<file path="config.mk">
export PLATFORM = sky130hd
export DESIGN_NAME = flash_sample_prefetcher
export DESIGN_NICKNAME = d
export VERILOG_FILES = /design/src/rtl/audio_pkg.sv /design/src/rtl/sync_fifo.sv /design/src/rtl/flash_sample_prefetcher.sv
export SDC_FILE = /design/constraint.sdc
export NUM_CORES = 1
export LEC_CHECK = 0
export BUFFER_PORTS_ARGS = -buffer_cell sky130_fd_sc_hd__buf_2
export CORE_UTILIZATION = 55
export DETAILED_ROUTE_END_ITERATION = 12
export GPL_ROUTABILITY_DRIVEN = 0
export PLACE_DENSITY = 0.8
export REMOVE_ABC_BUFFERS = 1
export SETUP_SLACK_MARGIN = 0.1
export SLEW_MARGIN = 40
export SYNTH_ARGS = -nofsm -noshare
export SYNTH_HDL_FRONTEND = slang
export SYNTH_SLANG_ARGS = --single-unit
</file>
<file path="constraint.sdc">
create_clock -name clk -period 3.4 [get_ports clk]
set_input_delay 0.34 -clock clk [delete_from_list [all_inputs] [get_ports clk]]
set_output_delay 0.34 -clock clk [all_outputs]
set_load 0.02 [all_outputs]
</file>
<file path="src/rtl/audio_pkg.sv">
// Types and constants shared by the audio playback path
// (flash prefetcher and codec write stage).
package audio_pkg;

  localparam int FLASH_ADDR_W = 23;
  localparam logic [FLASH_ADDR_W-1:0] NUM_WORDS_DEFAULT = 23'h100000;

  typedef enum logic [1:0] {
    SPD_NORMAL = 2'b00,
    SPD_FAST   = 2'b01,
    SPD_SLOW   = 2'b10
  } speed_t;

  typedef enum logic [1:0] {
    S_IDLE  = 2'b00,
    S_REQ   = 2'b01,
    S_DATA  = 2'b10,
    S_DRAIN = 2'b11
  } state_t;

  // Word-address increment for one advance; slow mode fetches each word twice.
  function automatic logic [1:0] addr_step(input logic [1:0] speed, input logic rep_flag);
    logic [1:0] step;
    case (speed)
      SPD_FAST: step = 2'd2;
      SPD_SLOW: step = rep_flag ? 2'd1 : 2'd0;
      default:  step = 2'd1;
    endcase
    return step;
  endfunction

endpackage

</file>
<file path="src/rtl/sync_fifo.sv">
// Single-clock FIFO: registered write, show-ahead head, occupancy count and
// synchronous flush. DEPTH must be a power of two.
module sync_fifo #(
  parameter int WIDTH = 32,
  parameter int DEPTH = 4
) (
  input  logic                     clk,
  input  logic                     rst_n,
  input  logic                     flush,
  input  logic                     push,
  input  logic [WIDTH-1:0]         push_data,
  input  logic                     pop,
  output logic [WIDTH-1:0]         head,
  output logic                     empty,
  output logic [$clog2(DEPTH):0]   count
);
  localparam int PTR_W = $clog2(DEPTH);
  localparam logic [PTR_W-1:0] PTR_ONE  = PTR_W'(1);
  localparam logic [PTR_W:0]   CNT_ONE  = (PTR_W + 1)'(1);
  localparam logic [PTR_W:0]   CNT_FULL = (PTR_W + 1)'(DEPTH);

  logic [WIDTH-1:0] r_mem [DEPTH];
  logic [PTR_W-1:0] r_wptr;
  logic [PTR_W-1:0] r_rptr;
  logic [PTR_W:0]   r_count;
  logic             w_push;
  logic             w_pop;

  assign w_push = push && (r_count != CNT_FULL) && !flush;
  assign w_pop  = pop && (r_count != '0) && !flush;

  // Storage write; contents need no reset because count gates visibility.
  always_ff @(posedge clk) begin
    if (w_push) begin
      r_mem[r_wptr] <= push_data;
    end
  end

  // Pointer and occupancy bookkeeping; pointers wrap naturally.
  always_ff @(posedge clk or negedge rst_n) begin
    if (!rst_n) begin
      r_wptr  <= '0;
      r_rptr  <= '0;
      r_count <= '0;
    end else if (flush) begin
      r_wptr  <= '0;
      r_rptr  <= '0;
      r_count <= '0;
    end else begin
      if (w_push) begin
        r_wptr <= r_wptr + PTR_ONE;
      end
      if (w_pop) begin
        r_rptr <= r_rptr + PTR_ONE;
      end
      case ({w_push, w_pop})
        2'b10:   r_count <= r_count + CNT_ONE;
        2'b01:   r_count <= r_count - CNT_ONE;
        default: r_count <= r_count;
      endcase
    end
  end

  assign head  = r_mem[r_rptr];
  assign empty = (r_count == '0);
  assign count = r_count;

endmodule

</file>
<file path="src/rtl/flash_sample_prefetcher.sv">
// Avalon-MM read master that prefetches 32-bit flash words into a FIFO and
// streams them as 16-bit samples, low half first.
module flash_sample_prefetcher
  import audio_pkg::*;
#(
  parameter int                ADDR_W     = FLASH_ADDR_W,
  parameter logic [ADDR_W-1:0] NUM_WORDS  = ADDR_W'(NUM_WORDS_DEFAULT),
  parameter int                FIFO_DEPTH = 4
) (
  input  logic              clk,
  input  logic              resetb,
  input  logic              enable,
  input  logic              restart,
  input  logic [1:0]        speed,
  output logic              flash_mem_read,
  output logic [ADDR_W-1:0] flash_mem_address,
  input  logic              flash_mem_waitrequest,
  input  logic [31:0]       flash_mem_readdata,
  input  logic              flash_mem_readdatavalid,
  output logic [15:0]       sample_data,
  output logic              sample_valid,
  input  logic              sample_ready,
  output logic              wrap
);
  localparam int CNT_W = $clog2(FIFO_DEPTH) + 1;
  localparam logic [CNT_W-1:0] DEPTH_CNT = CNT_W'(FIFO_DEPTH);

  state_t            r_state;
  state_t            w_state_nxt;
  logic              r_read;
  logic              w_read_nxt;
  logic [ADDR_W-1:0] r_addr;
  logic [ADDR_W-1:0] w_addr_nxt;
  logic              r_rep;
  logic              w_rep_nxt;
  logic              r_wrap;
  logic              w_wrap_nxt;
  logic              r_pend_rst;
  logic              w_pend_rst_nxt;
  logic              r_half;
  logic              w_push;
  logic              w_hs;
  logic              w_pop;
  logic [31:0]       w_head;
  logic              w_empty;
  logic [CNT_W-1:0]  w_count;
  logic [1:0]        w_step;
  logic [ADDR_W:0]   w_adv_sum;
  logic              w_adv_wrap;

  sync_fifo #(
    .WIDTH (32),
    .DEPTH (FIFO_DEPTH)
  ) u_fifo (
    .clk       (clk),
    .rst_n     (resetb),
    .flush     (restart),
    .push      (w_push),
    .push_data (flash_mem_readdata),
    .pop       (w_pop),
    .head      (w_head),
    .empty     (w_empty),
    .count     (w_count)
  );

  assign w_step     = addr_step(speed, r_rep);
  assign w_adv_sum  = {1'b0, r_addr} + {{(ADDR_W - 1){1'b0}}, w_step};
  assign w_adv_wrap = (w_adv_sum >= {1'b0, NUM_WORDS});

  // Next-state and next-register values for the read master.
  always_comb begin
    w_state_nxt    = r_state;
    w_read_nxt     = r_read;
    w_addr_nxt     = r_addr;
    w_rep_nxt      = r_rep;
    w_wrap_nxt     = 1'b0;
    w_pend_rst_nxt = r_pend_rst;
    w_push         = 1'b0;
    case (r_state)
      S_IDLE: begin
        if (restart) begin
          w_addr_nxt = '0;
          w_rep_nxt  = 1'b0;
        end else if (enable && (w_count < DEPTH_CNT)) begin
          w_state_nxt = S_REQ;
          w_read_nxt  = 1'b1;
        end else begin
          w_state_nxt = S_IDLE;
        end
      end
      // Address must stay stable while the command is pending, so a restart
      // seen here only clears the address once the command is accepted.
      S_REQ: begin
        if (!flash_mem_waitrequest) begin
          w_read_nxt = 1'b0;
          if (restart || r_pend_rst) begin
            w_state_nxt    = S_DRAIN;
            w_addr_nxt     = '0;
            w_rep_nxt      = 1'b0;
            w_pend_rst_nxt = 1'b0;
          end else begin
            w_state_nxt = S_DATA;
          end
        end else if (restart) begin
          w_pend_rst_nxt = 1'b1;
        end else begin
          w_state_nxt = S_REQ;
        end
      end
      S_DATA: begin
        if (restart) begin
          w_addr_nxt  = '0;
          w_rep_nxt   = 1'b0;
          w_state_nxt = flash_mem_readdatavalid ? S_IDLE : S_DRAIN;
        end else if (flash_mem_readdatavalid) begin
          w_push      = 1'b1;
          w_state_nxt = S_IDLE;
          w_rep_nxt   = (speed == SPD_SLOW) ? ~r_rep : 1'b0;
          if (w_adv_wrap) begin
            w_addr_nxt = '0;
            w_wrap_nxt = 1'b1;
          end else begin
            w_addr_nxt = w_adv_sum[ADDR_W-1:0];
          end
        end else begin
          w_state_nxt = S_DATA;
        end
      end
      S_DRAIN: begin
        if (flash_mem_readdatavalid) begin
          w_state_nxt = S_IDLE;
        end else begin
          w_state_nxt = S_DRAIN;
        end
      end
      default: begin
        w_state_nxt = S_IDLE;
        w_read_nxt  = 1'b0;
      end
    endcase
  end

  // Read-master state and registered Avalon outputs.
  always_ff @(posedge clk or negedge resetb) begin
    if (!resetb) begin
      r_state    <= S_IDLE;
      r_read     <= 1'b0;
      r_addr     <= '0;
      r_rep      <= 1'b0;
      r_wrap     <= 1'b0;
      r_pend_rst <= 1'b0;
    end else begin
      r_state    <= w_state_nxt;
      r_read     <= w_read_nxt;
      r_addr     <= w_addr_nxt;
      r_rep      <= w_rep_nxt;
      r_wrap     <= w_wrap_nxt;
      r_pend_rst <= w_pend_rst_nxt;
    end
  end

  assign w_hs  = !w_empty && sample_ready;
  assign w_pop = w_hs && r_half;

  // Half-select: low half first, the MSB handshake retires the word.
  always_ff @(posedge clk or negedge resetb) begin
    if (!resetb) begin
      r_half <= 1'b0;
    end else if (restart) begin
      r_half <= 1'b0;
    end else if (w_hs) begin
      r_half <= ~r_half;
    end else begin
      r_half <= r_half;
    end
  end

  assign flash_mem_read    = r_read;
  assign flash_mem_address = r_addr;
  assign wrap              = r_wrap;
  assign sample_valid      = !w_empty;
  assign sample_data       = w_empty ? 16'h0000 : (r_half ? w_head[31:16] : w_head[15:0]);

endmodule
</file>
* Yosys cells after proc, flatten, opt, wreduce, memory -nomap -nowiden
Memory sizes are Yosys's and may differ from the RTL's.
Cells that the tools add are included.
** Operators by class
- $mul :: 0
- Equal/unequal tests :: 16
- Multiplexer cells :: 50
- Reduce and logical (&&, ||, !) cells :: 24
- Div/mod/pow operators :: 0
- $add $sub $neg :: 5
- Shifts and indexed selects :: 0
- $lt $le $gt $ge :: 2
- Bitwise gates (word level) :: 2
** Operators by type and width (count)
- 2-to-1 mux 23 bit :: 6
- one-hot mux 23 bit (3 select lines) :: 1
- 2-to-1 mux 16 bit :: 2
- 2-to-1 mux 1 bit :: 25
- adder 23 x 2 -> 24 bit :: 1
- >= comparator 24 x 21 -> 1 bit (second input constant) :: 1
- 2-to-1 mux 2 bit :: 10
- != test 2 bit (second input constant) :: 6
- nonzero test 2 bit :: 5
- != test 3 bit (second input constant) :: 3
- nonzero test 3 bit :: 3
- equality test 2 bit (second input constant) :: 4
- one-hot mux 2 bit (4 select lines) :: 1
- logical AND 1 bit :: 7
- equality test 2 x 1 -> 1 bit (second input constant) :: 3
- one-hot mux 3 bit (2 select lines) :: 1
- AND reduction 5 bit :: 1
- adder 2 x 1 -> 2 bit (second input constant) :: 2
- one-hot mux 2 bit (2 select lines) :: 1
- AND reduction 4 bit :: 1
- adder 3 x 1 -> 3 bit (second input constant) :: 1
- logical NOT 3 bit :: 1
- less-than comparator 3 bit (second input constant) :: 1
- 2-to-1 mux 3 bit :: 1
- other kinds (9) :: 11
** Word-level totals
- Latch bits :: 0
- Bits in writable memories :: 128
- Output and inout bits :: 42
- Memories :: 1
- Input bits :: 41
- Word-level logic and storage cells :: 110
- Flip-flop bits (word level) :: 37
- Memory bits (read-only) :: 0
** Memory list
- u_fifo.r_mem :: depth 4, bits a word 32, rd ports 1, clocked after memory_dff 0, write ports 1, line sync_fifo.sv:22 : logic [WIDTH-1:0] r_mem [DEPTH];

* Depth between registers and ports, before layout
Gate-level depths: netlist of run 1.
- Depth in word-level cells :: 9
- Mapped depth :: 10
- Mapped depth without buffers :: 9

* Cells and area by module
From an unflattened synthesis of run 1, not the netlist that was laid out.
** Second synthesis, totals
- Cell total of the unflattened synthesis :: 454
- Area, all modules :: 7220.7 µm²
** Modules (own cells, without submodules)
- sync_fifo :: instances 1, sequential area each 4018.9 µm², cells each 235, area an instance 5278.8 µm²
- flash_sample_prefetcher :: instances 1, sequential area each 750.7 µm², cells each 219, area an instance 1941.9 µm²

* Worst setup path before layout of run 1
OpenSTA, ideal clock, no wires.
- Kind :: reg-to-reg
- Start :: register u_fifo.r_count[2], in the netlist u_fifo.count[2]
- End :: register u_fifo.r_count[2], in the netlist u_fifo.count[2]
- Clock period less this slack :: 2.394 ns
- Slack :: 1.006 ns
- Data arrival time :: 2.262 ns
- Stages on the path, launching flop included :: 10
- Path buffers :: 0
- Library setup time :: 0.132 ns
- Data required time :: 3.268 ns
- Cell sequence :: dfrtp_1 -> nor3_2 -> inv_1 -> nand3_1 -> nor3_1 -> fa_1 -> or3_1 -> nand2_1 -> xnor2_1 -> nor2_1
** On the way
- Cells in the longest elaborated chain, start to end :: 9
- Elaborated cells between the ends (all ways) :: 17
- Classes of those cells :: add/sub (2); eq/ne (3); mux (2); reduce/logical (10)
** Ends and longest elaborated chain
- start: declaration :: line sync_fifo.sv:25 : logic [PTR_W:0] r_count;
- start signal: assignment :: line sync_fifo.sv:57 : 2'b10: r_count <= r_count + CNT_ONE;
- start signal: assignment :: line sync_fifo.sv:58 : 2'b01: r_count <= r_count - CNT_ONE;
- start signal: assignment :: line sync_fifo.sv:59 : default: r_count <= r_count;
- logical NOT 3 bit (*) :: line sync_fifo.sv:65 : assign empty = (r_count == '0);
- logical NOT 1 bit (*)
- via sample_valid :: line flash_sample_prefetcher.sv:21 : output logic sample_valid,
- logical AND 1 bit (*) :: line flash_sample_prefetcher.sv:162 : assign w_hs = !w_empty && sample_ready;
- logical AND 1 bit (*) :: line flash_sample_prefetcher.sv:163 : assign w_pop = w_hs && r_half;
- logical AND 1 bit (*) (2 in a row) :: line sync_fifo.sv:30 : assign w_pop = pop && (r_count != '0) && !flush;
- equality test 2 x 1 -> 1 bit / equality test 2 bit (equally long branches) :: line sync_fifo.sv:56 : case ({w_push, w_pop})
- one-hot mux 3 bit (2 select lines) :: line sync_fifo.sv:56
- 2-to-1 mux 3 bit :: line sync_fifo.sv:45 : end else if (flush) begin
The timed path passes the listed nets; every way through them passes the cells marked *.
A chain may end at the register's enable or synchronous reset.

* Final worst setup path of run 1
- Start :: register r_rep
- End :: register r_addr[8], in the netlist flash_mem_address[8]
** On the way
- Cells in the longest elaborated chain, start to end :: 8
** Ends and longest elaborated chain
- start: declaration :: line flash_sample_prefetcher.sv:34 : logic r_rep;
- start signal: assignment :: line flash_sample_prefetcher.sv:156 : r_rep <= w_rep_nxt;
- 2-to-1 mux 1 bit (*) :: line audio_pkg.sv:26 : SPD_SLOW: step = rep_flag ? 2'd1 : 2'd0;
- one-hot mux 2 bit (2 select lines) (*) :: line audio_pkg.sv:24 : case (speed)
- adder 23 x 2 -> 24 bit (*) :: line flash_sample_prefetcher.sv:67 : assign w_adv_sum = {1'b0, r_addr} + {{(ADDR_W - 1){1'b0}}, w_step};
- >= comparator 24 x 21 -> 1 bit :: line flash_sample_prefetcher.sv:68 : assign w_adv_wrap = (w_adv_sum >= {1'b0, NUM_WORDS});
- 2-to-1 mux 23 bit (*) :: line flash_sample_prefetcher.sv:119 : if (w_adv_wrap) begin
- 2-to-1 mux 23 bit (*) :: line flash_sample_prefetcher.sv:115 : end else if (flash_mem_readdatavalid) begin
- 2-to-1 mux 23 bit (*) :: line flash_sample_prefetcher.sv:111 : if (restart) begin
- one-hot mux 23 bit (3 select lines) (*) :: line flash_sample_prefetcher.sv:79 : case (r_state)
- end signal: assignment :: line flash_sample_prefetcher.sv:155 : r_addr <= w_addr_nxt;
- end: declaration :: line flash_sample_prefetcher.sv:32 : logic [ADDR_W-1:0] r_addr;
Every way passes the cells marked *; elsewhere a longest branch is shown, timed or not. The select of a mux whose other input is x is not followed.

==> results by group, run 1 <==
Die
  – Die X: 115 µm
  – Die Ht: ~110 µm
  – Core Area: roughly 12000 µm²
  – Die ar.: 13100 µm²
  – Std cell rows: 40
  – Initial cell density of the core: 0.572
  – I/O Pins: 83

Timing
  – Worst setup margin: 0.527 ns
  – Crit path time final: 2.87 ns
  – Fmax: 348 MHz
  – Fin. max-slew vios: 0
  – RSZ-0062 raised after global routing: no
  – Worst-margin pin slew: 0.738 ns
  – Fin crit share: 0.845
  – Fin Setup TNS: 0 ns
  – Clock Skews: 0.00779 ns
  – Final Setup Violations: 0
  – Hold Violations, Final: 0
  – Relative max-transition margin: 0.497

Pwr
  – Net Switching: 1.11 mW
  – Clock power share: 0.420
  – Reg power frac: 0.490
  – VDD IR max: 0.515 mV
  – Total power density per cell area: 569 nW/µm²
  – Internal power: 3.57 mW
  – Sw Share: 0.237
  – Leak pwr: 3.05 nW
  – Comb pwr share: 0.089
  – Power consumption: 4.68 mW

Logic synthesis
  – Cell variety after synth: 45
  – Mapped Area: 6960 µm²
  – Post-synth ARST share: 0.224
  – Register bit total from synthesis: 165
  – Dominant synthesized flop cell: edfxtp_1
  – Mapped Cells: 423
  – Yosys Warn Count: 0
  – Syn_area_per_cell: 16.5 µm²
  – Post-synth EDFFs: 128
  – Sequential area share after synthesis: 0.685

Clocking
  – Max Root-Sink Buffers: 2
  – CTS root buf: clkbuf_16
  – Total CTS buffers: 17
  – Sinks on Clock Net: 165
  – Post-CTS setup buffer count: 0
  – CTS tree: yes
  – Clock latency on the worst-skew pair: between 0.4 and 0.5 ns
  – Clock-pin slew on the worst setup and hold paths: ~0.06 ns
  – H-tree depth: 4

Run
  – Maxcap violations: 0

Worst hold path
  – Hold Path End: u_fifo.r_mem[2][23]$_DFFE_PP_
  – Hold/Removal Path Class: input pin to flop
  – WHS Path Cells: 1
  – Hold wc startpoint: flash_mem_readdata[23]

GRT
  – GR peak layer: met2
  – Total grt overflow: 0
  – GR Util met1: 0.268
  – Number of global-route vias before repair: 3956
  – GR Layer Usage met2: 0.345
  – Largest net degree at the start of global routing: 38
  – Met3 usage: 0.0614
  – Number of antenna violations at the first check in global routing: 0
  – First-pass GRT wire length: a little over 20 mm
  – Global Route Usage Sum: 0.210

Layout
  – Final #Nets: 568
  – Commonest non-fill, non-tap cell in the layout: edfxtp_1
  – Layout cells sized above 1: 0.320
  – Layout area overhead: 18.2%
  – Commonest cells after routing, fill and taps aside: edfxtp_1, buf_2, dfrtp_1, nor2_1, mux4_2
  – Final Util: 0.676
  – Diode count: 0
  – Final Cell Area: 8230 µm²

Status
  – Status: finished, final reports clean

Placed design
  – Setup WS pre-CTS: 0.496 ns
  – Cell Area, Placed: between 7000 and 8000 µm²
  – PortBufs: 82
  – DP HPWL: between 7 and 8 mm

Critical path
  – CP Buf/Inv Count: 0
  – Critical Path Start Type: flop
  – CP cell instances: nor3b_1, nor2_1, ha_1, fa_1, and3_2, nand3_4, mux2i_4, a41oi_1, a31oi_1
  – Reg2Reg Depth: 9
  – Critical Setup Path Class: flop to flop
  – RR Endpoint: flash_mem_address[8]$_DFFE_PN0P_
  – CP arrival: 3.22 ns
  – Delay of the slowest cell on the worst path: 0.66 ns
  – Worst path slowest cell: mux2i_4
  – Delay-heaviest family, CP: simple AND/OR/NAND/NOR gates
  – Worst-path fanout max: 26
  – Worst reg-to-reg setup slack: around 0.53 ns
  – FF-to-FF Start: r_rep$_DFFE_PN0P_
  – WP data required: ~3.7 ns
  – CP Capture Type: flop

Detailed routing
  – DRC: 0
  – Remaining antenna violation count: 0
  – Initial DRC count: between 300 and 400
  – Via/cell ratio: 5.79
  – First-pass DRT Iterations: 5
  – Vias: 4054
  – Routed Wire Length: 12.7 mm
  – Average wire per standard cell: 18.1 µm
[metrics by stage]
stage | cells | hold slack, ns
after global routing | 700 | 0.110
after detailed placement | 667 | 0.488
after CTS | 699 | 0.0341
final | 700 | 0.124
after global placement | 667 | 0.468
after floorplan | 404 | 0.0444
[layout make-up]
class                      instances  area, µm²
clock buffer                      17        425
clock inverter                    15        189
fill                             809       3940
inverter                           8       30.0
multi-input combinational        231       2070
sequential                       165       4770
tap                              168        210
timing repair buffer              96        533
[cells in the mapped netlist (8+ instances only)]
cell      instances  share of area
nand2_1          15         0.0081
mux4_2           32           0.10
edfxtp_1        128           0.55
nor2_1           33          0.018
mux2i_1          22          0.032
a31oi_1          14          0.013
a21oi_1          13         0.0093
inv_1             8         0.0043
and2_1           11         0.0099
dfrtp_1          37           0.13
nand3_1          16          0.012
clkbuf_1         10         0.0054
[kinds of logic after synthesis]
kind of cell,share of synthesized area
buffers and inverters,0.0180
flip-flops,0.685
AND/OR/NAND/NOR,0.0895
multiplexers,0.138
AO/OA/AOI/OAI,0.0437
adder cells (fa/ha/maj),0.0165
XOR/XNOR,0.00881
[power groups by stage]
stage	logic (mW)	registers (mW)	clock network [mW]
finish	0.417	2.30	1.97
detailed placement	0.415	2.34	0
floorplan	0.245	2.34	0
global route	0.461	2.30	2.07
global placement	0.399	2.33	0
CTS	0.417	2.30	2.00
[layer usage]
metal	routed length [µm]	share of wire
met1	5280	0.42
met2	6370	0.50
met3	857	0.068
met4	180	0.014
met5	0	0
[registers in the layout, indices dropped and copies added, names as in the netlist]
signal and flops:
flash_mem_read 1, r_state 2, r_rep 1, u_fifo.count 3, u_fifo.r_rptr 2, r_pend_rst 1
u_fifo.r_mem 128, u_fifo.r_wptr 2, flash_mem_address 23, r_half 1, wrap 1
[worst max path at each step]
stage	startpoint	end	slack, ns	depth (start not counted)
after floorplan	u_fifo.count[2]$_DFFE_PN0P_	u_fifo.count[2]$_DFFE_PN0P_	0.65	9
after global placement	speed[0]	flash_mem_address[8]$_DFFE_PN0P_	0.60	10
after detailed placement	speed[0]	flash_mem_address[8]$_DFFE_PN0P_	0.50	10
after CTS	r_rep$_DFFE_PN0P_	flash_mem_address[8]$_DFFE_PN0P_	0.57	9
after global routing	r_rep$_DFFE_PN0P_	flash_mem_address[8]$_DFFE_PN0P_	0.26	9
final	r_rep$_DFFE_PN0P_	flash_mem_address[8]$_DFFE_PN0P_	0.53	9
[worst register-to-register path, cell delays in order (launching register included)]
cell and delay (ns):
dfrtp_1 0.39, nor3b_1 0.26, nor2_1 0.07, ha_1 0.21
fa_1 0.46, and3_2 0.25, nand3_4 0.10, mux2i_4 0.66
a41oi_1 0.21, a31oi_1 0.18
[timing repair]
action,in CTS,in global routing
resized for setup,0,0
hold buffers,0,1
hold endpoints to repair,0,37
Power figures use the tool's default switching activity.
==> inputs of run 2 (changes only) <==
--- a/config.mk
+++ b/config.mk
@@ -5,6 +5,7 @@
 export SDC_FILE = /design/constraint.sdc
 export NUM_CORES = 1
 export LEC_CHECK = 0
+export ABC_AREA = 1
 export BUFFER_PORTS_ARGS = -buffer_cell sky130_fd_sc_hd__buf_2
 export CORE_UTILIZATION = 55
 export DETAILED_ROUTE_END_ITERATION = 12
==> constraint.sdc (replaced) <==
create_clock -name clk -period 2.9 [get_ports clk]
set_input_delay 0.29 -clock clk [delete_from_list [all_inputs] [get_ports clk]]
set_output_delay 0.29 -clock clk [all_outputs]
set_load 0.02 [all_outputs]
==> run 2 against run 1 <==
Effect of this change:
- first-iteration DRC count rose by 62%
- worst setup slack got worse by 0.18 ns
- global-route usage rose by 3.1 points
- count of clock-buffer cells in the layout did not move
- utilization fell by 0.42 points
- register-to-register slack got worse by 0.18 ns
- sequential share of layout area fell by 2.7 points
- critical endpoint is now sample_data[10]
- largest power group unchanged
- highest routed layer unchanged
==> results by group, run 2 <==
GRT
  – Number of antenna violations at the first check in global routing: 0 (unchanged)
  – Global Route Usage Sum: 0.241 (was 0.210)
  – First-pass GRT wire length: 25.6 mm (was 20.1 mm)
  – Number of global-route vias before repair: 5244 (was 3956)
  – Total grt overflow: 0 (unchanged)
  – Largest net degree at the start of global routing: 65 (was 38)

Pwr
  – Total power density per cell area: 697 nW/µm² (was 569 nW/µm²)
  – Leak pwr: 3.35 nW (was 3.05 nW)
  – VDD IR max: 0.467 mV (was 0.515 mV)

Logic synthesis
  – Dominant synthesized flop cell: edfxtp_1 (unchanged)
  – Post-synth ARST share: 0.224 (unchanged)
  – Mapped Area: 7320 µm² (was 6960 µm²)
  – Most frequent cell after synthesis: nor2_1 (was edfxtp_1)
  – Register bit total from synthesis: 165 (unchanged)
  – Mapped Cells: 678 (was 423)
  – Synth top cells by count: nor2_1, edfxtp_1, o21ai_0, inv_1, nand2_1 (was edfxtp_1, dfrtp_1, nor2_1, mux4_2, mux2i_1)
  – Synth top area cells: edfxtp_1, dfrtp_1, o21ai_0, nor2_1, inv_1 (was edfxtp_1, dfrtp_1, mux4_2, mux2i_1, nor2_1)
  – Post-synth EDFFs: 128 (unchanged)
  – Yosys Warn Count: 0 (unchanged)
  – Sequential area share after synthesis: 0.651 (was 0.685)
  – Syn_area_per_cell: 10.8 µm² (was 16.5 µm²)
  – Cell variety after synth: 35 (was 45)
  – Synth top area share: 0.525 (was 0.552)
  – Yosys top cell by area: edfxtp_1 (unchanged)

Detailed routing
  – Initial DRC count: 564 (was 349)
  – Average wire per standard cell: 17.0 µm (was 18.1 µm)
  – Routed Wire Length: 16.2 mm (was 12.7 mm)
  – Vias: 5424 (was 4054)
  – DRC: 0 (unchanged)
  – First-pass DRT Iterations: 5 (unchanged)
  – Via/cell ratio: 5.67 (was 5.79)
  – Remaining antenna violation count: 0 (unchanged)

Worst hold path
  – Hold/Removal Path Class: input pin to flop (unchanged)
  – WHS Path Cells: 1 (unchanged)

Clocking
  – Sinks on Clock Net: 165 (unchanged)
  – Clock-pin slew on the worst setup and hold paths: 0.06 ns (about the same)
  – Clock latency on the worst-skew pair: 0.43 ns (about the same)
  – H-tree depth: 4 (unchanged)
  – CTS root buf: clkbuf_16 (unchanged)
  – Total CTS buffers: 17 (unchanged)
  – Max Root-Sink Buffers: 2 (unchanged)
  – CTS tree: yes (unchanged)

Critical path
  – Setup crit start: u_fifo.r_rptr[0]$_DFFE_PN0P_ (was r_rep$_DFFE_PN0P_)
  – Worst Setup EP: sample_data[10] (was flash_mem_address[8]$_DFFE_PN0P_)
  – Critical Path Start Type: flop (unchanged)
  – Critical Setup Path Class: flop to output pin (was flop to flop)
  – Worst-path fanout max: 64 (was 26)
  – CP Capture Type: output pin (was flop)
  – RR Endpoint: flash_mem_address[1]$_DFFE_PN0P_ (was flash_mem_address[8]$_DFFE_PN0P_)
  – Worst reg-to-reg setup slack: 0.35 ns (was 0.53 ns)
  – Reg2Reg Depth: 15 (was 9)
  – CP arrival: 2.27 ns (was 3.22 ns)
  – FF-to-FF Start: r_rep$_DFFE_PN0P_ (unchanged)
  – WP data required: 2.61 ns (was 3.74 ns)

Timing
  – Relative max-transition margin: 0.559 (was 0.497)
  – Fin. max-slew vios: 0 (unchanged)
  – Clock Skews: 0.00771 ns (was 0.00779 ns)
  – Hold slack: 0.0744 ns (was 0.124 ns)
  – Worst-margin pin slew: 0.662 ns (was 0.738 ns)
  – Fmax: 391 MHz
  – Fin crit share: 0.882
  – Final Setup Violations: 0 (unchanged)
  – Hold Violations, Final: 0 (unchanged)
  – RSZ-0062 raised after global routing: no (unchanged)
  – Crit path time final: 2.56 ns

Placed design
  – DP HPWL: 9.99 mm (was 7.95 mm)
  – PortBufs: 82 (unchanged)
  – DP Cell Count: 919 (was 667)
  – Cell Area, Placed: 8020 µm² (was 7600 µm²)

Die
  – Core Area: 12800 µm² (was 12200 µm²)
  – Die ar.: 13800 µm² (was 13100 µm²)
  – I/O Pins: 83 (unchanged)
  – Die Ht: 117 µm (was 115 µm)
  – Initial cell density of the core: 0.571 (was 0.572)
  – Std cell rows: 41 (was 40)
  – Die X: 117 µm (was 115 µm)

Layout
  – Filler Cell Count: 898 (was 809)
  – Max reg flops: 128 (unchanged)
  – Layout area overhead: 17.7% (was 18.2%)
  – Final Cell Area: 8620 µm² (was 8230 µm²)
  – Largest register by flop count: u_fifo.r_mem (unchanged)
  – Commonest cells after routing, fill and taps aside: nor2_1, edfxtp_1, o21ai_0, buf_2, inv_1 (was edfxtp_1, buf_2, dfrtp_1, nor2_1, mux4_2)
  – Commonest non-fill, non-tap cell in the layout: nor2_1 (was edfxtp_1)
  – Final #Nets: 819 (was 568)
  – Fin cells: 956 (was 700)
  – Layout cells sized above 1: 0.234 (was 0.320)

Status
  – Status: finished, final reports clean (unchanged)

Run
  – Maxcap violations: 0 (unchanged)
## run 2: cell types whose count changed after synthesis, moves of 11 or more
cell and delta:
nand3_2 +11, o22ai_1 +19, mux2i_1 -22, o21ai_0 +93
and2_1 -11, clkbuf_1 +12, inv_1 +45, mux4_2 -32
nor2_1 +100, nand2_1 +36
## run 2: cells by family after synthesis
logic type	share of synthesized area
xor gates and xnor gates	0.00478
DFF	0.651
and+or+nand+nor	0.149
adders and majority gates	0.0157
buffers and inverters	0.0482
AOI/OAI and AO/OA	0.131
## run 2: metrics by stage
stage	setup slack [ns]	total power, mW	utilization	setup TNS [ns]
global route	0.131	6.25	0.672	0
CTS	0.158	6.03	0.669	0
global placement	0.452	3.93	0.623	0
finish	0.343	6.01	0.672	0
detailed placement	0.285	3.98	0.625	0
floorplan	-0.148	3.51	-	-2.37
## run 2: per-layer routing
layer | share of wire | routed length, µm | vias to the layer above | track usage
li1 | - | - | 2552 | -
met1 | 0.41 | 6640 | 2615 | 0.301
met2 | 0.51 | 8220 | 225 | 0.405
met3 | 0.062 | 1010 | 32 | 0.0501
met4 | 0.023 | 376 | 0 | 0.107
met5 | 0 | 0 | - | 0
## run 2: how the worst min path moves through the flow
stage	slack, ns	endpoint	start
2_1_floorplan	-0.006	flash_mem_address[0]$_DFFE_PN0P_	resetb
3_3_place_gp	0.44	flash_mem_address[8]$_DFFE_PN0P_	resetb
3_5_place_dp	0.27	flash_mem_address[4]$_DFFE_PN0P_	resetb
4_1_cts	0.06	u_fifo.r_mem[0][10]$_DFFE_PP_	flash_mem_readdata[10]
5_1_grt	0.06	u_fifo.r_mem[3][22]$_DFFE_PP_	flash_mem_readdata[22]
6_report	0.07	u_fifo.r_mem[0][10]$_DFFE_PP_	flash_mem_readdata[10]
## run 2: final cells by class
type | count | area (µm²) | share of cell area
antenna | 1 | 2.50 | 0.000290
clock buffer | 17 | 425 | 0.0494
clock inverter | 15 | 121 | 0.0141
inverter | 56 | 214 | 0.0248
multi-input combinational | 427 | 2230 | 0.259
sequential | 165 | 4770 | 0.553
tap | 172 | 215 | 0.0250
timing repair buffer | 103 | 641 | 0.0743
## run 2: what timing repair did
item / in CTS / in global routing
gates resized for setup: 0 / 1
hold endpoints to repair: 17 / 0
setup endpoints to repair: 0 / 14
buffers inserted: 0 / 3
hold buffers: 1 / 0
## run 2: report_power, final
| part | total (mW) | internal, mW | switching, mW |
|---|---|---|---|
| Clock | 2.07 | 1.11 | 0.958 |
| Combinational | 1.24 | 0.374 | 0.863 |
| Sequential | 2.70 | 2.65 | 0.0521 |
| Total | 6.01 | 4.14 | 1.87 |
## run 2: critical path, stage by stage (launching register included)
cell and delay (ns):
dfrtp_2 0.39, buf_4 0.55, o21ai_0 0.23, o22ai_1 0.18
o21ai_0 0.09, a31oi_1 0.20, buf_2 0.20
==> inputs of run 3 (changes only) <==
--- a/config.mk
+++ b/config.mk
@@ -10,10 +10,11 @@
 export CORE_UTILIZATION = 55
 export DETAILED_ROUTE_END_ITERATION = 12
 export GPL_ROUTABILITY_DRIVEN = 0
-export PLACE_DENSITY = 0.8
+export PLACE_DENSITY_LB_ADDON = 0.1
 export REMOVE_ABC_BUFFERS = 1
 export SETUP_SLACK_MARGIN = 0.1
 export SLEW_MARGIN = 40
 export SYNTH_ARGS = -nofsm -noshare
 export SYNTH_HDL_FRONTEND = slang
+export SYNTH_HIERARCHICAL = 1
 export SYNTH_SLANG_ARGS = --single-unit
==> run 3 against run 2 <==
Effect of this change:
- sequential power about the same
- die area grew 2.5%
- synthesized cell count up 3.5%
- global-route usage rose by 0.74 points
- power about the same
- critical endpoint is now sample_data[14]
- largest power group unchanged
- maximum frequency is 0.82% lower
==> results by group, run 3 <==
Layout
  – Commonest non-fill, non-tap cell in the layout: nor2_1 (unchanged)
  – Final Util: 0.659 (was 0.672)
  – Register area: 4770 µm² (unchanged)
  – Layout area overhead: 16.6% (was 17.7%)
  – Max reg flops: 128 (unchanged)
  – Final Cell Area: 8760 µm² (was 8620 µm²)
  – Filler Cell Count: 1046 (was 898)
  – Commonest cells after routing, fill and taps aside: nor2_1, edfxtp_1, nand2_1, buf_2, o21ai_0 (was nor2_1, edfxtp_1, o21ai_0, buf_2, inv_1)
  – Largest register by flop count: u_fifo/r_mem (was u_fifo.r_mem)
  – Diode count: 0 (was 1)
  – Layout cells sized above 1: 0.226 (was 0.234)
  – Multi-input gate area: 2400 µm² (was 2230 µm²)
  – Final #Nets: 843 (was 819)

Detailed routing
  – Vias: 5476 (was 5424)
  – Remaining antenna violation count: 0 (unchanged)
  – Via/cell ratio: 5.58 (was 5.67)
  – DRC: 0 (unchanged)
  – Routed Wire Length: 16.6 mm (was 16.2 mm)
  – Initial DRC count: 347 (was 564)
  – Average wire per standard cell: 16.9 µm (was 17.0 µm)
  – First-pass DRT Iterations: 5 (unchanged)

Logic synthesis
  – Synth top cells by count: nor2_1, edfxtp_1, nand2_1, o21ai_0, inv_1 (was nor2_1, edfxtp_1, o21ai_0, inv_1, nand2_1)
  – Post-synth ARST share: 0.224 (unchanged)
  – Most frequent cell after synthesis: nor2_1 (unchanged)
  – Mapped Cells: 702 (was 678)
  – Cell variety after synth: 39 (was 35)
  – Post-synth EDFFs: 128 (unchanged)
  – Yosys Warn Count: 6 (was 0)
  – Mapped Area: 7510 µm² (was 7320 µm²)
  – Synth top area share: 0.512 (was 0.525)
  – Dominant synthesized flop cell: edfxtp_1 (unchanged)
  – Syn_area_per_cell: 10.7 µm² (was 10.8 µm²)
  – Synth top area cells: edfxtp_1, dfrtp_1, nor2_1, o21ai_0, nand2_1 (was edfxtp_1, dfrtp_1, o21ai_0, nor2_1, inv_1)
  – Register bit total from synthesis: 165 (unchanged)
  – Sequential area share after synthesis: 0.635 (was 0.651)
  – Yosys top cell by area: edfxtp_1 (unchanged)

Run
  – Maxcap violations: 0 (unchanged)

Clocking
  – Total CTS buffers: 17 (unchanged)
  – Clock-pin slew on the worst setup and hold paths: 0.06 ns (about the same)
  – H-tree depth: 4 (unchanged)
  – Max Root-Sink Buffers: 2 (unchanged)
  – Sinks on Clock Net: 165 (unchanged)
  – Post-CTS setup buffer count: 0 (unchanged)
  – CTS tree: yes (unchanged)
  – CTS root buf: clkbuf_16 (unchanged)
  – Clock latency on the worst-skew pair: 0.42 ns (was 0.43 ns)

Placed design
  – PortBufs: 82 (unchanged)
  – Cell Area, Placed: 8190 µm² (was 8020 µm²)
  – DP HPWL: 10.3 mm (was 9.99 mm)

GRT
  – Global Route Usage Sum: 0.249 (was 0.241)
  – First-pass GRT wire length: 26.7 mm (was 25.6 mm)
  – Total grt overflow: 0 (unchanged)
  – Number of global-route vias before repair: 5305 (was 5244)
  – Largest net degree at the start of global routing: 44 (was 65)
  – Number of antenna violations at the first check in global routing: 1 (was 0)

Timing
  – Fmax: 388 MHz (was 391 MHz)
  – Fin Setup TNS: 0 ns (unchanged)
  – Hold slack: 0.0783 ns (was 0.0744 ns)
  – Hold Violations, Final: 0 (unchanged)
  – Final Setup Violations: 0 (unchanged)
  – Clock Skews: 0.00568 ns (was 0.00771 ns)
  – RSZ-0062 raised after global routing: no (unchanged)
  – Fin. max-slew vios: 0 (unchanged)
  – Crit path time final: 2.58 ns (was 2.56 ns)
  – Worst-margin pin slew: 0.501 ns (was 0.662 ns)
  – Relative max-transition margin: 0.666 (was 0.559)
  – Fin crit share: 0.889 (was 0.882)

Critical path
  – Worst-path fanout max: 43 (was 64)
  – CP arrival: 2.29 ns (was 2.27 ns)
  – Critical Path Start Type: flop (unchanged)
  – CP Capture Type: output pin (unchanged)
  – Reg2Reg Depth: 13 (was 15)
  – Critical Setup Path Class: flop to output pin (unchanged)
  – FF-to-FF Start: r_rep$_DFFE_PN0P_ (unchanged)
  – RR Endpoint: flash_mem_address[0]$_DFFE_PN0P_ (was flash_mem_address[1]$_DFFE_PN0P_)
  – WP data required: 2.61 ns (about the same)
  – Worst reg-to-reg setup slack: 0.38 ns (was 0.35 ns)

Pwr
  – Total power density per cell area: 686 nW/µm² (was 697 nW/µm²)
  – Leak pwr: 3.48 nW (was 3.35 nW)
  – VDD IR max: 0.418 mV (was 0.467 mV)

Worst hold path
  – Hold Path End: u_fifo/r_mem[1][26]$_DFFE_PP_ (was u_fifo.r_mem[0][10]$_DFFE_PP_)
  – Hold wc startpoint: flash_mem_readdata[26] (was flash_mem_readdata[10])
  – WHS Path Cells: 1 (unchanged)
  – Hold/Removal Path Class: input pin to flop (unchanged)

Die
  – Die X: 119 µm (was 117 µm)
  – Die ar.: 14100 µm² (was 13800 µm²)
  – Std cell rows: 42 (was 41)
  – I/O Pins: 83 (unchanged)
  – Die Ht: 119 µm (was 117 µm)
  – Core Area: 13300 µm² (was 12800 µm²)
  – Initial cell density of the core: 0.565 (was 0.571)

Status
  – Status: finished, final reports clean (unchanged)
-- run 3: through the flow --
stage	power (mW)	worst slack (ns)	instances
floorplan	3.46	-0.312	673
global placement	3.91	0.403	950
detailed placement	3.94	0.348	950
CTS	6.03	0.218	982
global route	6.27	0.172	982
finish	6.01	0.322	982
-- run 3: area by class of cell --
type                    instances  share of cell area
repair buffers                102              0.0721
inverters                      47              0.0204
clock inverters                14              0.0144
flip-flops and latches        165               0.545
clock buffers                  17              0.0486
well taps                     176              0.0251
multi-input cells             461               0.275
-- run 3: how the worst max path moves through the flow --
stage	startpoint	to	slack, ns	depth (start not counted)
after floorplan	r_state[0]$_DFFE_PN0P_	u_fifo/r_mem[0][0]$_DFFE_PP_	-0.31	5
after global placement	speed[0]	flash_mem_address[0]$_DFFE_PN0P_	0.40	14
after detailed placement	speed[0]	flash_mem_address[0]$_DFFE_PN0P_	0.35	14
after CTS	u_fifo/r_rptr[0]$_DFFE_PN0P_	sample_data[14]	0.22	6
after global routing	u_fifo/r_rptr[0]$_DFFE_PN0P_	sample_data[14]	0.17	6
final	u_fifo/r_rptr[0]$_DFFE_PN0P_	sample_data[14]	0.32	6
-- run 3: cell families (layout without fill, tap and decap cells) --
family / after synthesis / in the layout / synth area share
buffers and inverters: 76 / 180 / 0.0475
adders and majority gates: 8 / 8 / 0.0153
AOI/OAI and AO/OA: 164 / 164 / 0.124
and+or+nand+nor: 282 / 282 / 0.170
xor gates and xnor gates: 7 / 7 / 0.00816
DFF: 165 / 165 / 0.635
-- run 3: repair_timing --
action / CTS / global route
hold buffers: 1 / 0
gates resized for setup: 0 / 3
hold endpoints to repair: 37 / 0
endpoints found under the setup margin: 0 / 3
-- run 3: power breakdown --
| group | leakage [nW] | switching, mW | internal [mW] |
|---|---|---|---|
| Sequential | 1.66 | 0.0656 | 2.63 |
| Combinational | 1.56 | 0.837 | 0.370 |
| Clock | 0.267 | 0.923 | 1.18 |
-- run 3: per-layer routing --
metal / share of wire / GRT usage
met5: 0.00072 / 0
met4: 0.016 / 0.0918
met3: 0.060 / 0.0527
met2: 0.48 / 0.389
met1: 0.44 / 0.345
-- run 3: critical path, cell delays in order (launching register included) --
cell and delay [ns]:
dfrtp_2 0.65, buf_6 0.36, o21ai_0 0.16, o22ai_1 0.20
o21ai_0 0.11, nor2_1 0.15, buf_2 0.19
